$ cat src/rtl/pkt_parser_pkg.sv
// Shared packet-parser types: merge FSM state encoding and placement of the
// packet ID field inside a header beat.
package pkt_parser_pkg;

  typedef enum logic [1:0] {
    PASS_HEAD    = 2'd0,
    HOLD         = 2'd1,
    PASS_PAYLOAD = 2'd2
  } merge_state_t;

  // Packet ID sits just below the data MSB: data[DATA_WIDTH-ID_TOP_OFS -: ID_WIDTH]
  localparam int ID_TOP_OFS = 2;
  localparam int ID_WIDTH   = 32;

  function automatic int empty_width(input int data_width);
    return (data_width <= 8) ? 1 : $clog2(data_width / 8);
  endfunction

endpackage

$ cat src/rtl/merge_hold_reg.sv
// One-beat holding register for the last header beat; load wins over clear,
// and the stored eop can be overridden on the way out.
module merge_hold_reg #(
  parameter int DATA_WIDTH = 64,
  parameter int EMPTY_W    = 3
) (
  input  logic                  clk,
  input  logic                  reset,
  input  logic                  load,
  input  logic                  clear,
  input  logic                  eop_ovr,
  input  logic                  eop_val,
  input  logic [DATA_WIDTH-1:0] d_data,
  input  logic                  d_sop,
  input  logic                  d_eop,
  input  logic                  d_error,
  input  logic [EMPTY_W-1:0]    d_empty,
  output logic [DATA_WIDTH-1:0] q_data,
  output logic                  q_sop,
  output logic                  q_eop,
  output logic                  q_error,
  output logic [EMPTY_W-1:0]    q_empty
);

  logic                  eop_r;

  always_ff @(posedge clk) begin
    if (!reset || (clear && !load)) begin
      q_data  <= '0;
      q_sop   <= 1'b0;
      eop_r   <= 1'b0;
      q_error <= 1'b0;
      q_empty <= '0;
    end else if (load) begin
      q_data  <= d_data;
      q_sop   <= d_sop;
      eop_r   <= d_eop;
      q_error <= d_error;
      q_empty <= d_empty;
    end
  end

  assign q_eop = eop_ovr ? eop_val : eop_r;

endmodule

$ cat src/rtl/merge_header_payload.sv
// Recombines a split header/payload stream into one packet by holding the
// header's last beat until the next packet shows whether a payload follows.
// Optional idle flush of the held beat: define MERGE_FLUSH_EN.
module merge_header_payload
  import pkt_parser_pkg::*;
#(
  parameter int DATA_WIDTH      = 64,
  parameter int MAX_HEADER_SIZE = 1,
  parameter int FLUSH_CYCLES    = 16
) (
  input  logic                                clk,
  input  logic                                reset,
  input  logic [DATA_WIDTH-1:0]               in_data,
  input  logic                                in_valid,
  output logic                                in_ready,
  input  logic                                in_sop,
  input  logic                                in_eop,
  input  logic                                in_error,
  input  logic [empty_width(DATA_WIDTH)-1:0]  in_empty,
  input  logic                                i_payload_in,
  output logic [DATA_WIDTH-1:0]               out_data,
  output logic                                out_valid,
  input  logic                                out_ready,
  output logic                                out_sop,
  output logic                                out_eop,
  output logic                                out_error,
  output logic [empty_width(DATA_WIDTH)-1:0]  out_empty,
  output logic [31:0]                         o_id,
  output logic                                o_hdr_err,
  output logic                                o_orphan
);

  localparam int EW = empty_width(DATA_WIDTH);
  localparam int CW = $clog2(MAX_HEADER_SIZE) + 2;

  merge_state_t          state, state_d;
  logic [CW-1:0]         hdr_cnt;
  logic                  hold_load, hold_clr, hdr_acc, hdr_err_d, orphan_d, id_load, flush;
  logic [DATA_WIDTH-1:0] h_data;
  logic                  h_sop, h_eop, h_error, eop_val;
  logic [EW-1:0]         h_empty;

  merge_hold_reg #(.DATA_WIDTH(DATA_WIDTH), .EMPTY_W(EW)) u_hold (
    .clk(clk), .reset(reset), .load(hold_load), .clear(hold_clr),
    .eop_ovr(state == HOLD), .eop_val(eop_val),
    .d_data(in_data), .d_sop(in_sop), .d_eop(in_eop), .d_error(in_error), .d_empty(in_empty),
    .q_data(h_data), .q_sop(h_sop), .q_eop(h_eop), .q_error(h_error), .q_empty(h_empty)
  );

`ifdef MERGE_FLUSH_EN
  localparam int IW = $clog2(FLUSH_CYCLES + 1);
  logic [IW-1:0] idle_cnt;

  always_ff @(posedge clk) begin
    if (!reset || state != HOLD || in_valid) idle_cnt <= '0;
    else if (!flush)                         idle_cnt <= idle_cnt + 1'b1;
  end

  assign flush = (idle_cnt == IW'(FLUSH_CYCLES));
`else
  // HOLD waits for the next packet indefinitely in this build
  assign flush = (FLUSH_CYCLES < 0);
`endif

  always_comb begin
    state_d   = state;
    in_ready  = 1'b0;
    out_valid = 1'b0;
    out_data  = in_data;
    out_sop   = in_sop;
    out_eop   = in_eop;
    out_error = in_error;
    out_empty = in_empty;
    hold_load = 1'b0;
    hold_clr  = 1'b0;
    hdr_acc   = 1'b0;
    hdr_err_d = 1'b0;
    orphan_d  = 1'b0;
    id_load   = 1'b0;
    eop_val   = in_valid ? !i_payload_in : 1'b1;
    if (reset) begin
      case (state)
        PASS_HEAD: begin
          in_ready = out_ready;
          id_load  = in_valid && out_ready && in_sop;
          if (i_payload_in) begin
            // payload with no header in front of it: flag and pass through
            out_valid = in_valid;
            out_error = 1'b1;
            orphan_d  = in_valid && out_ready;
          end else begin
            hdr_acc   = in_valid && out_ready;
            hdr_err_d = hdr_acc && !in_eop && (hdr_cnt >= CW'(MAX_HEADER_SIZE));
            out_valid = in_valid && !in_eop;
            if (hdr_acc && in_eop) begin
              hold_load = 1'b1;
              state_d   = HOLD;
            end
          end
        end
        HOLD: begin
          out_valid = in_valid || flush;
          out_data  = h_data;
          out_sop   = h_sop;
          out_eop   = h_eop;
          out_error = h_error;
          out_empty = h_empty;
          if (out_valid && out_ready) begin
            hold_clr = 1'b1;
            state_d  = (in_valid && i_payload_in) ? PASS_PAYLOAD : PASS_HEAD;
          end
        end
        PASS_PAYLOAD: begin
          in_ready  = out_ready;
          out_valid = in_valid;
          out_sop   = 1'b0;
          if (in_valid && out_ready && in_eop) state_d = PASS_HEAD;
        end
        default: state_d = PASS_HEAD;
      endcase
    end
  end

  always_ff @(posedge clk) begin
    if (!reset) begin
      state     <= PASS_HEAD;
      hdr_cnt   <= '0;
      o_id      <= '0;
      o_hdr_err <= 1'b0;
      o_orphan  <= 1'b0;
    end else begin
      state     <= state_d;
      o_hdr_err <= hdr_err_d;
      o_orphan  <= orphan_d;
      if (id_load) o_id <= in_data[DATA_WIDTH-ID_TOP_OFS -: ID_WIDTH];
      // saturate just past the limit so a long header cannot wrap back to legal
      if (hdr_acc) begin
        if (in_eop)                                 hdr_cnt <= '0;
        else if (hdr_cnt < CW'(MAX_HEADER_SIZE + 1)) hdr_cnt <= hdr_cnt + 1'b1;
      end
    end
  end

endmodule
$ cat config.mk
export PLATFORM = sky130hd
export DESIGN_NAME = merge_header_payload
export DESIGN_NICKNAME = d
export VERILOG_FILES = /design/src/rtl/pkt_parser_pkg.sv /design/src/rtl/merge_hold_reg.sv /design/src/rtl/merge_header_payload.sv
export SDC_FILE = /design/constraint.sdc
export NUM_CORES = 1
export LEC_CHECK = 0
export CAP_MARGIN = 15
export CORE_MARGIN = 2
export CORE_UTILIZATION = 50
export DETAILED_ROUTE_END_ITERATION = 6
export PLACE_DENSITY = 0.91
export SETUP_SLACK_MARGIN = 0.15
export SYNTH_ARGS = -nofsm -noshare
export SYNTH_HDL_FRONTEND = slang
export SYNTH_SLANG_ARGS = --single-unit
$ cat constraint.sdc
create_clock -name clk -period 5.62 [get_ports clk]
set_input_delay 0.843 -clock clk [delete_from_list [all_inputs] [get_ports clk]]
set_output_delay 0.843 -clock clk [all_outputs]
set_load 0.01 [all_outputs]
==> flow_metrics.py, run 1 <==
metrics = {
    "placed_design": {
        "hpwlAfterDp_um": 10420,
        "dp_worst_setup_slack_ps": 1785,
        "portBuffers": 180,
        "place_congestion": 0.7685,
        "placed_cell_area_sq_um": 7092,
        "dp.cells": 851,
    },
    "clock_network": {
        "numClockSinks": 107,
        "cts_resized": 0,
        "clk_latency_ps": 360,
        "clock_tree.buffer_depth": 2,
        "cts_buffers": 9,
        "cts_tree": "yes",
        "htree_levels": 3,
        "cts_hold_buf": 0,
        "postCtsSetupBuffers": 0,
        "path_clk_slew_ps": 100,
        "cts_root_buf": "clkbuf_8",
    },
    "worst_hold_path": {
        "hold_path.class": "reg -> reg",
    },
    "synth": {
        "syn_nets": 677,
        "yosys-top-cells-count": "dfxtp_1 (107), nand3_1 (104), o211ai_1 (69)",
        "yosysTopAreaCellShare_pct": 39.76,
        "postSynth.topFlopCell": "dfxtp_1",
        "synth_seq_area_share_pct": 39.76,
        "synthCells": 597,
        "ys_async_sr_fraction_pct": 0,
        "yosys.area_share.adder_pct": 1.161,
        "ys_top_cells_by_area": "dfxtp_1 (40%), mux2_2 (14%), nand3_1 (9.7%)",
        "yosysMostFrequentCell": "dfxtp_1",
        "avgSynthCellArea_sq_um": 9.025,
        "yosys-mux-area-fraction_pct": 14.38,
        "yosys.area_share.simple_pct": 14.14,
        "synth_edf_count": 0,
        "ys_ff_latch": 107,
        "ys_warn_count": 0,
        "syn-cell-area_sq_um": 5388,
        "synth_xor_area_share_pct": 0,
        "yosysUniqueCellTypes": 33,
        "yosysTopAreaCell": "dfxtp_1",
        "synth-compound-area-share_pct": 23.48,
        "synth_top_family_by_area": "compound AO/OA/AOI/OAI gates",
    },
    "die": {
        "die_x_um": 107.8,
        "die_y_um": 107.8,
        "pin_count": 181,
        "start_util_pct": 51.72,
        "die_area_sq_um": 11620,
        "core_area_sq_um": 10420,
        "num_rows": 37,
    },
    "timing": {
        "slew_violations": 0,
        "final.period_utilization_pct": 71.05,
        "fmax_mhz": 250.4,
        "worst_slew_pin_slew_ps": 1053,
        "grt_setup_unrepaired": "false",
        "final.setup.tns_ps": 0,
        "min_period_ps": 3993,
        "setup_viol": 0,
        "setup_ws_ps": 1627,
        "skew_ps": 16.69,
        "slew-limit-headroom_pct": 29.55,
        "hold_viol": 0,
    },
    "cells_and_area": {
        "fin_area_sq_um": 7289,
        "area_growth_pct": 35.30,
        "n_antenna_cell": 0,
        "drive_above_1_share_pct": 13.70,
        "fin_cells": 866,
        "nets": 806,
    },
    "critical_path": {
        "cp-end-kind": "primary output",
        "setup.worst_path.start_class": "register",
        "cp.arrival_ps": 3150,
        "cp_max_fo": 42,
        "critPathRequiredTime_ps": 4780,
        "crit_type": "reg -> out",
    },
    "power": {
        "p_int_w": 0.001140,
        "worst_ir_drop_vdd_v": 0.0001286,
        "clockPowerShare_pct": 30.8,
        "cellPowerDensity_nw_per_um2": 213.0,
        "p_comb_share_pct": 18.9,
        "p_leak_nw": 2.429,
        "seq_power_share_pct": 50.4,
        "switching_share_pct": 26.55,
        "p_sw_w": 0.0004122,
    },
    "routing": {
        "num_vias": 5252,
        "vias_per_cell": 6.065,
        "drc": 0,
        "wl_um": 15730,
        "dr.pass1.iters": 5,
        "drtIter0Drc": 302,
        "wire_per_inst_um": 18.16,
        "ant_nets": 0,
    },
    "status": {
        "status": "completed",
    },
    "global_route": {
        "grt_pass1_vias": 5190,
        "grt_first_pass_wirelength_um": 25280,
        "grt_max_degree": 114,
        "grt_overflow_total": 0,
        "grt_usage_pct": 26.75,
        "antenna_found_initial": 0,
    },
    "run": {
        "timing.max_cap.violations": 0,
    },
}
[cells by family (layout without fill, tap and decap cells)]
family | Yosys count | count (layout)
buffers and inverters | 77 | 210
and+or+nand+nor | 158 | 158
AOI/OAI and AO/OA | 181 | 181
muxes | 69 | 69
DFF | 107 | 107
adders and majority gates | 5 | 5
[power by group through the flow]
stage | clock [W] | combinational, W | sequential (W)
2_1_floorplan | 0 | 0.000128 | 0.000801
3_3_place_gp | 0 | 0.000283 | 0.000798
3_5_place_dp | 0 | 0.000290 | 0.000799
4_1_cts | 0.000488 | 0.000292 | 0.000782
5_1_grt | 0.000519 | 0.000311 | 0.000784
6_report | 0.000478 | 0.000293 | 0.000782
[final timing paths]
check	startpoint	end	slack, ps	cells past startpoint
worst max register to register	state[1]$_SDFFE_PN0P_	hdr_cnt[0]$_SDFFE_PN0P_	3100	6
worst min register to register	o_id[2]$_SDFFE_PN0P_	o_id[2]$_SDFFE_PN0P_	470	2
worst max-delay path	state[1]$_SDFFE_PN0P_	out_data[49]	1630	6
worst min-delay path	o_id[2]$_SDFFE_PN0P_	o_id[2]$_SDFFE_PN0P_	470	2
[sequential cells by signal, indices dropped and copies added (netlist names)]
register	flops
o_id	32
u_hold.q_error	1
o_orphan	1
u_hold.q_empty	3
o_hdr_err	1
u_hold.q_data	64
state	2
hdr_cnt	2
u_hold.q_sop	1
[cell usage in the layout, fill, tap and decap left out]
| master | n |
|---|---|
| a21boi_1 | 42 |
| a21oi_1 | 4 |
| inv_6 | 1 |
| ha_1 | 5 |
| and4_4 | 1 |
| nor2b_1 | 2 |
| inv_8 | 1 |
| a21boi_0 | 27 |
| nand2b_2 | 1 |
| o22ai_1 | 1 |
| nand2_2 | 1 |
| o41ai_1 | 1 |
| mux2i_1 | 2 |
| clkdlybuf4s50_1 | 179 |
| clkbuf_8 | 9 |
| clkinvlp_4 | 2 |
| nand2_1 | 40 |
| buf_2 | 1 |
| dfxtp_1 | 107 |
| nor3_1 | 2 |
| nand4_4 | 1 |
| or2_2 | 1 |
| buf_4 | 9 |
| o311ai_0 | 1 |
| o211ai_1 | 69 |
| mux2_2 | 67 |
| nand3_2 | 1 |
| inv_1 | 6 |
| o21ai_0 | 28 |
| nor2b_4 | 1 |
| nor2_1 | 1 |
| clkinv_4 | 1 |
| nand3_1 | 103 |
| and2_4 | 1 |
| nand4_1 | 1 |
| a222oi_1 | 1 |
| and3_1 | 1 |
| bufinv_16 | 1 |
| o21ai_1 | 7 |
[stage by stage]
stage	utilization, %	hold WS (ps)	total power, W
after floorplan	-	433.7	0.0009286
after global placement	68.08	439.2	0.001081
after detailed placement	68.08	445.5	0.001089
after CTS	69.98	463.2	0.001562
after global routing	69.98	479.5	0.001614
final	69.98	467.2	0.001552
[worst max-delay path, cell delays in order (launching register included)]
cell and delay [ps]:
dfxtp_1 400, inv_1 80, ha_1 280, nand2_2 800, buf_4 350, mux2_2 360
clkdlybuf4s50_1 510
[area by class of cell]
type	count	area, sq um
fillers	806	3127
clock buffers	9	123.9
clock inverters	6	73.82
flip-flops and latches	107	2142
inverters	6	22.52
multi-input cells	413	2893
well taps	136	170.2
repair buffers	189	1864
[routing by layer]
| metal | global-route usage, % | up-vias | share of wire (%) | wire length (um) |
|---|---|---|---|---|
| met1 | 33.58 | 2532 | 41 | 6371 |
| met4 | 9.249 | 0 | 1.9 | 297 |
| met5 | 0 | - | 0 | 0 |
| li1 | - | 2441 | - | - |
| met3 | 4.237 | 31 | 7.7 | 1204 |
| met2 | 46.41 | 248 | 50 | 7856 |
Note: power is estimated with default switching activity, not from simulation.
==> run 2, diff against run 1 <==
--- a/config.mk
+++ b/config.mk
@@ -7,9 +7,9 @@
 export LEC_CHECK = 0
 export CAP_MARGIN = 15
 export CORE_MARGIN = 2
-export CORE_UTILIZATION = 50
+export CORE_UTILIZATION = 46
 export DETAILED_ROUTE_END_ITERATION = 6
-export PLACE_DENSITY = 0.91
+export PLACE_DENSITY = 0.85
 export SETUP_SLACK_MARGIN = 0.15
 export SYNTH_ARGS = -nofsm -noshare
 export SYNTH_HDL_FRONTEND = slang
==> constraint.sdc (replaced) <==
create_clock -name clk -period 4.11 [get_ports clk]
set_input_delay 0.6165 -clock clk [delete_from_list [all_inputs] [get_ports clk]]
set_output_delay 0.6165 -clock clk [all_outputs]
set_load 0.01 [all_outputs]
==> flow_metrics.py, run 2 (synthesis gave the netlist of run 1 again) <==
metrics = {
    "clock_network": {
        "cts_root_buf": "clkbuf_16",
        "clock_tree.buffer_depth": 2,
        "htree_levels": 3,
        "cts_buffers": 9,
        "cts_resized": 0,
        "postCtsSetupBuffers": 0,
        "path_clk_slew_ps": 70,
        "cts_hold_buf": 0,
        "cts_tree": "yes",
        "clk_latency_ps": 340,
        "numClockSinks": 107,
    },
    "power": {
        "cellPowerDensity_nw_per_um2": 327.2,
        "finalPower_w": 0.002447,
        "worst_ir_drop_vdd_v": 0.0002331,
        "p_leak_nw": 2.510,
    },
    "cells_and_area": {
        "drive_above_1_share_pct": 13.80,
        "nFillCells": 956,
        "fin_util_pct": 65.49,
        "multi_input_area_sq_um": 2893,
        "layout_common_cells": "clkdlybuf4s50_1 (179), dfxtp_1 (107), nand3_1 (103), o211ai_1 (69), mux2_2 (67)",
        "nets": 807,
        "reg_top3": "u_hold.q_data: 64 flops, o_id: 32 flops, u_hold.q_empty: 3 flops",
        "area_growth_pct": 38.81,
        "fin_cells": 875,
        "largest_reg_flops": 64,
        "seq_area_sq_um": 2142,
        "regMostFlops": "u_hold.q_data",
        "layout_commonest_cell": "clkdlybuf4s50_1",
        "n_antenna_cell": 0,
    },
    "critical_path": {
        "cp_top_family": "buffers and inverters",
        "cp.arrival_ps": 2860,
        "crit_type": "reg -> out",
        "critPathSlowestCell": "clkdlybuf4s50_1",
        "path_cells": "inv_1 > ha_1 > nand2_2 > buf_12 > mux2_2 > clkdlybuf4s50_1",
        "cp-end-kind": "primary output",
        "timing.rr.start": "state[0]$_SDFFE_PN0P_",
        "critPathRequiredTime_ps": 3490,
        "critPathLaunch": "state[1]$_SDFFE_PN0P_",
        "slowest_delay_ps": 500,
        "setup.worst_path.start_class": "register",
        "cp_max_fo": 49,
        "cp_num_buf_inv": 3,
    },
    "routing": {
        "drtIter0Drc": 426,
        "ant_nets": 0,
        "num_vias": 5127,
        "wire_per_inst_um": 17.86,
        "wl_um": 15630,
        "vias_per_cell": 5.859,
        "drc": 0,
        "dr.pass1.iters": 5,
    },
    "timing": {
        "final.setup.tns_ps": 0,
        "setup_viol": 0,
        "slew-limit-headroom_pct": 32.21,
        "worst_slew_pin_slew_ps": 1017,
        "min_period_ps": 3477,
        "slew_violations": 0,
        "final.period_utilization_pct": 84.59,
        "skew_ps": 6.036,
        "fmax_mhz": 287.6,
        "grt_setup_unrepaired": "false",
        "hold_viol": 0,
    },
    "placed_design": {
        "dp.cells": 859,
        "place_congestion": 0.8136,
        "portBuffers": 180,
        "hpwlAfterDp_um": 10290,
    },
    "worst_hold_path": {
        "hp-start": "o_id[9]$_SDFFE_PN0P_",
        "hold_path.class": "reg -> reg",
    },
    "die": {
        "pin_count": 181,
        "core_area_sq_um": 11420,
        "num_rows": 39,
        "die_area_sq_um": 12590,
        "die_x_um": 112.2,
        "die_y_um": 112.2,
        "start_util_pct": 47.18,
    },
    "global_route": {
        "antenna_found_initial": 0,
        "grt_first_pass_wirelength_um": 25640,
        "grt_overflow_total": 0,
        "grt_usage_pct": 24.44,
        "grt_pass1_vias": 5138,
        "grt_max_degree": 114,
    },
    "status": {
        "status": "completed",
    },
    "run": {
        "timing.max_cap.violations": 0,
    },
}
-- run 2: changes by cell type in the layout (fill, tap and decap cells not counted) --
cell,change
buf_12,+2
buf_2,-1
bufinv_16,+2
clkbuf_1,+1
clkbuf_16,+9
clkbuf_8,-9
inv_6,-1
inv_8,-1
-- run 2: final cells by class --
cell class / count / area share [%]
inverter: 6 / 0.3012
multi-input combinational: 413 / 38.68
clock buffer: 10 / 3.062
tap: 143 / 2.393
sequential: 107 / 28.64
clock inverter: 6 / 1.523
timing repair buffer: 190 / 25.40
-- run 2: worst reg2reg max path: stages, from the launching register on --
cell	delay, ps
dfxtp_1	340
inv_1	90
ha_1	330
nand4_4	670
o311ai_0	690
o41ai_1	140
-- run 2: metrics by stage --
| stage | area (sq um) | hold slack, ps | setup WS (ps) |
|---|---|---|---|
| global route | 7478 | 470.3 | 499.1 |
| CTS | 7478 | 453.1 | 629.1 |
| floorplan | 5388 | 433.7 | 1882 |
| global placement | 7136 | 439.4 | 945.0 |
| detailed placement | 7136 | 445.0 | 788.1 |
| finish | 7478 | 453.4 | 633.2 |
-- run 2: metal layers --
metal	GRT usage (%)	share of wire [%]	routed length [um]
met5	0	0	0
met4	8.374	1.8	275
met3	4.914	6.6	1025
met2	41.85	49	7618
met1	30.81	43	6706
-- run 2: path summary, 6_finish.rpt --
kind | end | slack, ps | cells after the start
worst max-delay path | out_data[61] | 630 | 6
worst min-delay path | o_id[9]$_SDFFE_PN0P_ | 450 | 2
worst max register to register | hdr_cnt[0]$_SDFFE_PN0P_ | 1710 | 5
worst min register to register | o_id[9]$_SDFFE_PN0P_ | 450 | 2
-- run 2: power by group --
group	switching, W	leakage (nW)	internal [W]
sequential	0.0000115	0.866	0.00106
clock	0.000380	0.159	0.000597
combinational	0.000184	1.49	0.000218
==> run 3, diff against run 2 <==
--- a/config.mk
+++ b/config.mk
@@ -7,9 +7,9 @@
 export LEC_CHECK = 0
 export CAP_MARGIN = 15
 export CORE_MARGIN = 2
-export CORE_UTILIZATION = 46
+export CORE_UTILIZATION = 42
 export DETAILED_ROUTE_END_ITERATION = 6
-export PLACE_DENSITY = 0.85
+export PLACE_DENSITY = 0.82
 export SETUP_SLACK_MARGIN = 0.15
 export SYNTH_ARGS = -nofsm -noshare
 export SYNTH_HDL_FRONTEND = slang
==> constraint.sdc (replaced) <==
create_clock -name clk -period 3 [get_ports clk]
set_input_delay 0.45 -clock clk [delete_from_list [all_inputs] [get_ports clk]]
set_output_delay 0.45 -clock clk [all_outputs]
set_load 0.01 [all_outputs]
==> flow_metrics.py, run 3 (synthesis gave the netlist of run 1 again) <==
metrics = {
    "status": {
        "status": "completed",
    },
    "critical_path": {
        "cp.arrival_ps": 2260,
        "critPathRequiredTime_ps": 2550,
        "cp_max_fo": 36,
        "crit_type": "reg -> out",
        "critPathSlowestCell": "clkdlybuf4s50_1",
        "slowest_delay_ps": 510,
        "setup.worst_path.start_class": "register",
        "cp-end-kind": "primary output",
        "path_cells": "inv_1 > ha_2 > nand2_4 > buf_12 > mux2_2 > clkdlybuf4s50_1",
    },
    "die": {
        "core_area_sq_um": 12570,
        "num_rows": 41,
        "start_util_pct": 42.87,
        "pin_count": 181,
        "die_y_um": 117.3,
        "die_x_um": 117.3,
        "die_area_sq_um": 13750,
    },
    "routing": {
        "dr.pass1.iters": 5,
        "m1WireLength_um": 6704,
        "wl_um": 15450,
        "num_vias": 5099,
        "met2_length_um": 7404,
        "wl_met3_um": 1107,
        "drtIter0Drc": 408,
        "dr.max_layer_used": "met4",
        "drc": 0,
        "ant_nets": 0,
        "vias_per_cell": 5.603,
        "wire_per_inst_um": 16.98,
    },
    "power": {
        "clockPowerShare_pct": 36.2,
        "p_sw_w": 0.0007863,
        "finalPower_w": 0.003161,
        "seq_power_share_pct": 46.3,
        "p_leak_nw": 2.537,
        "worst_ir_drop_vdd_v": 0.0002658,
        "p_comb_share_pct": 17.5,
        "cellPowerDensity_nw_per_um2": 420.5,
        "p_int_w": 0.002374,
        "switching_share_pct": 24.88,
    },
    "placed_design": {
        "place_congestion": 0.8043,
        "portBuffers": 180,
        "hpwlAfterDp_um": 10510,
    },
    "clock_network": {
        "htree_levels": 3,
        "clk_latency_ps": 350,
        "postCtsSetupBuffers": 0,
        "path_clk_slew_ps": 70,
        "cts_tree": "yes",
        "cts_buffers": 9,
        "clock_tree.buffer_depth": 2,
        "cts_root_buf": "clkbuf_16",
        "numClockSinks": 107,
    },
    "timing": {
        "slew_violations": 0,
        "final.period_utilization_pct": 90.31,
        "min_period_ps": 2709,
        "whs_ps": 457.3,
        "final.setup.tns_ps": 0,
        "skew_ps": 5.424,
        "hold_viol": 0,
        "fmax_mhz": 369.1,
        "grt_setup_unrepaired": "false",
        "worst_slew_pin_slew_ps": 754.4,
        "setup_viol": 0,
        "slew-limit-headroom_pct": 49.70,
    },
    "worst_hold_path": {
        "hold_path.class": "reg -> reg",
    },
    "global_route": {
        "grt_pass1_vias": 5098,
        "grt_max_degree": 72,
        "grt_first_pass_wirelength_um": 24660,
        "antenna_found_initial": 1,
        "grt_usage_pct": 22.51,
        "grt_overflow_total": 0,
    },
    "cells_and_area": {
        "reg_top3": "u_hold.q_data: 64 flops, o_id: 32 flops, u_hold.q_empty: 3 flops",
        "area_growth_pct": 39.53,
        "nFillCells": 1041,
        "layout_common_cells": "clkdlybuf4s50_1 (179), dfxtp_1 (107), nand3_1 (103), o211ai_1 (69), mux2_2 (67)",
        "regMostFlops": "u_hold.q_data",
        "nets": 813,
        "largest_reg_flops": 64,
        "drive_above_1_share_pct": 14.52,
        "layout_commonest_cell": "clkdlybuf4s50_1",
    },
    "run": {
        "timing.max_cap.violations": 0,
    },
}
## run 3: final timing paths
kind                                             from                      end  slack [ps]  cells after the start
worst max register to register  state[0]$_SDFFE_PN0P_  hdr_cnt[0]$_SDFFE_PN0P_         930                      6
worst min-delay path            o_id[15]$_SDFFE_PN0P_    o_id[15]$_SDFFE_PN0P_         460                      2
worst max-delay path            state[1]$_SDFFE_PN0P_             out_data[10]         290                      6
worst min register to register  o_id[15]$_SDFFE_PN0P_    o_id[15]$_SDFFE_PN0P_         460                      2
## run 3: final cells by class
| cell class | instances | area [sq um] | share of cell area, % |
|---|---|---|---|
| timing repair buffer | 196 | 1954 | 26.00 |
| multi-input combinational | 413 | 2900 | 38.58 |
| clock buffer | 13 | 270.3 | 3.595 |
| clock inverter | 2 | 10.01 | 0.1332 |
| antenna | 1 | 2.502 | 0.03329 |
| sequential | 107 | 2142 | 28.50 |
| tap | 172 | 215.2 | 2.863 |
| inverter | 6 | 22.52 | 0.2996 |
## run 3: timing repair
action                                 in CTS  in global routing
gates resized for setup                     0                  1
hold buffers                                0                  0
endpoints found under the hold margin       0                  0
setup endpoints to repair                   0                 11
## run 3: per-layer routing
metal	global-route usage, %	vias up
li1	-	2458
met1	27.28	2458
met2	38.47	166
met3	6.231	17
met4	7.686	0
met5	0	-
## run 3: power by group through the flow
stage	Clock (W)	Sequential (W)	Combinational [W]
floorplan	0	0.00150	0.000239
global placement	0	0.00149	0.000541
detailed placement	0	0.00150	0.000550
CTS	0.00116	0.00146	0.000554
global route	0.00121	0.00147	0.000592
finish	0.00114	0.00146	0.000552
## run 3: critical path: cells and delay by family, from the launching register on
family                   cells  cell delay (ps)
adder cells (fa/ha/maj)      1              230
AND/OR/NAND/NOR              1              110
flip-flops                   1              380
buffers and inverters        3              800
multiplexers                 1              370
## run 3: stage by stage
step | std cells | setup slack [ps] | util, % | instance area [sq um]
global placement | 894 | 404.3 | 57.54 | 7232
detailed placement | 894 | 407.3 | 57.54 | 7232
CTS | 909 | 203.3 | 59.77 | 7512
finish | 910 | 290.7 | 59.81 | 7517
global route | 909 | 204.5 | 59.79 | 7515
floorplan | 597 | 972.9 | - | 5388
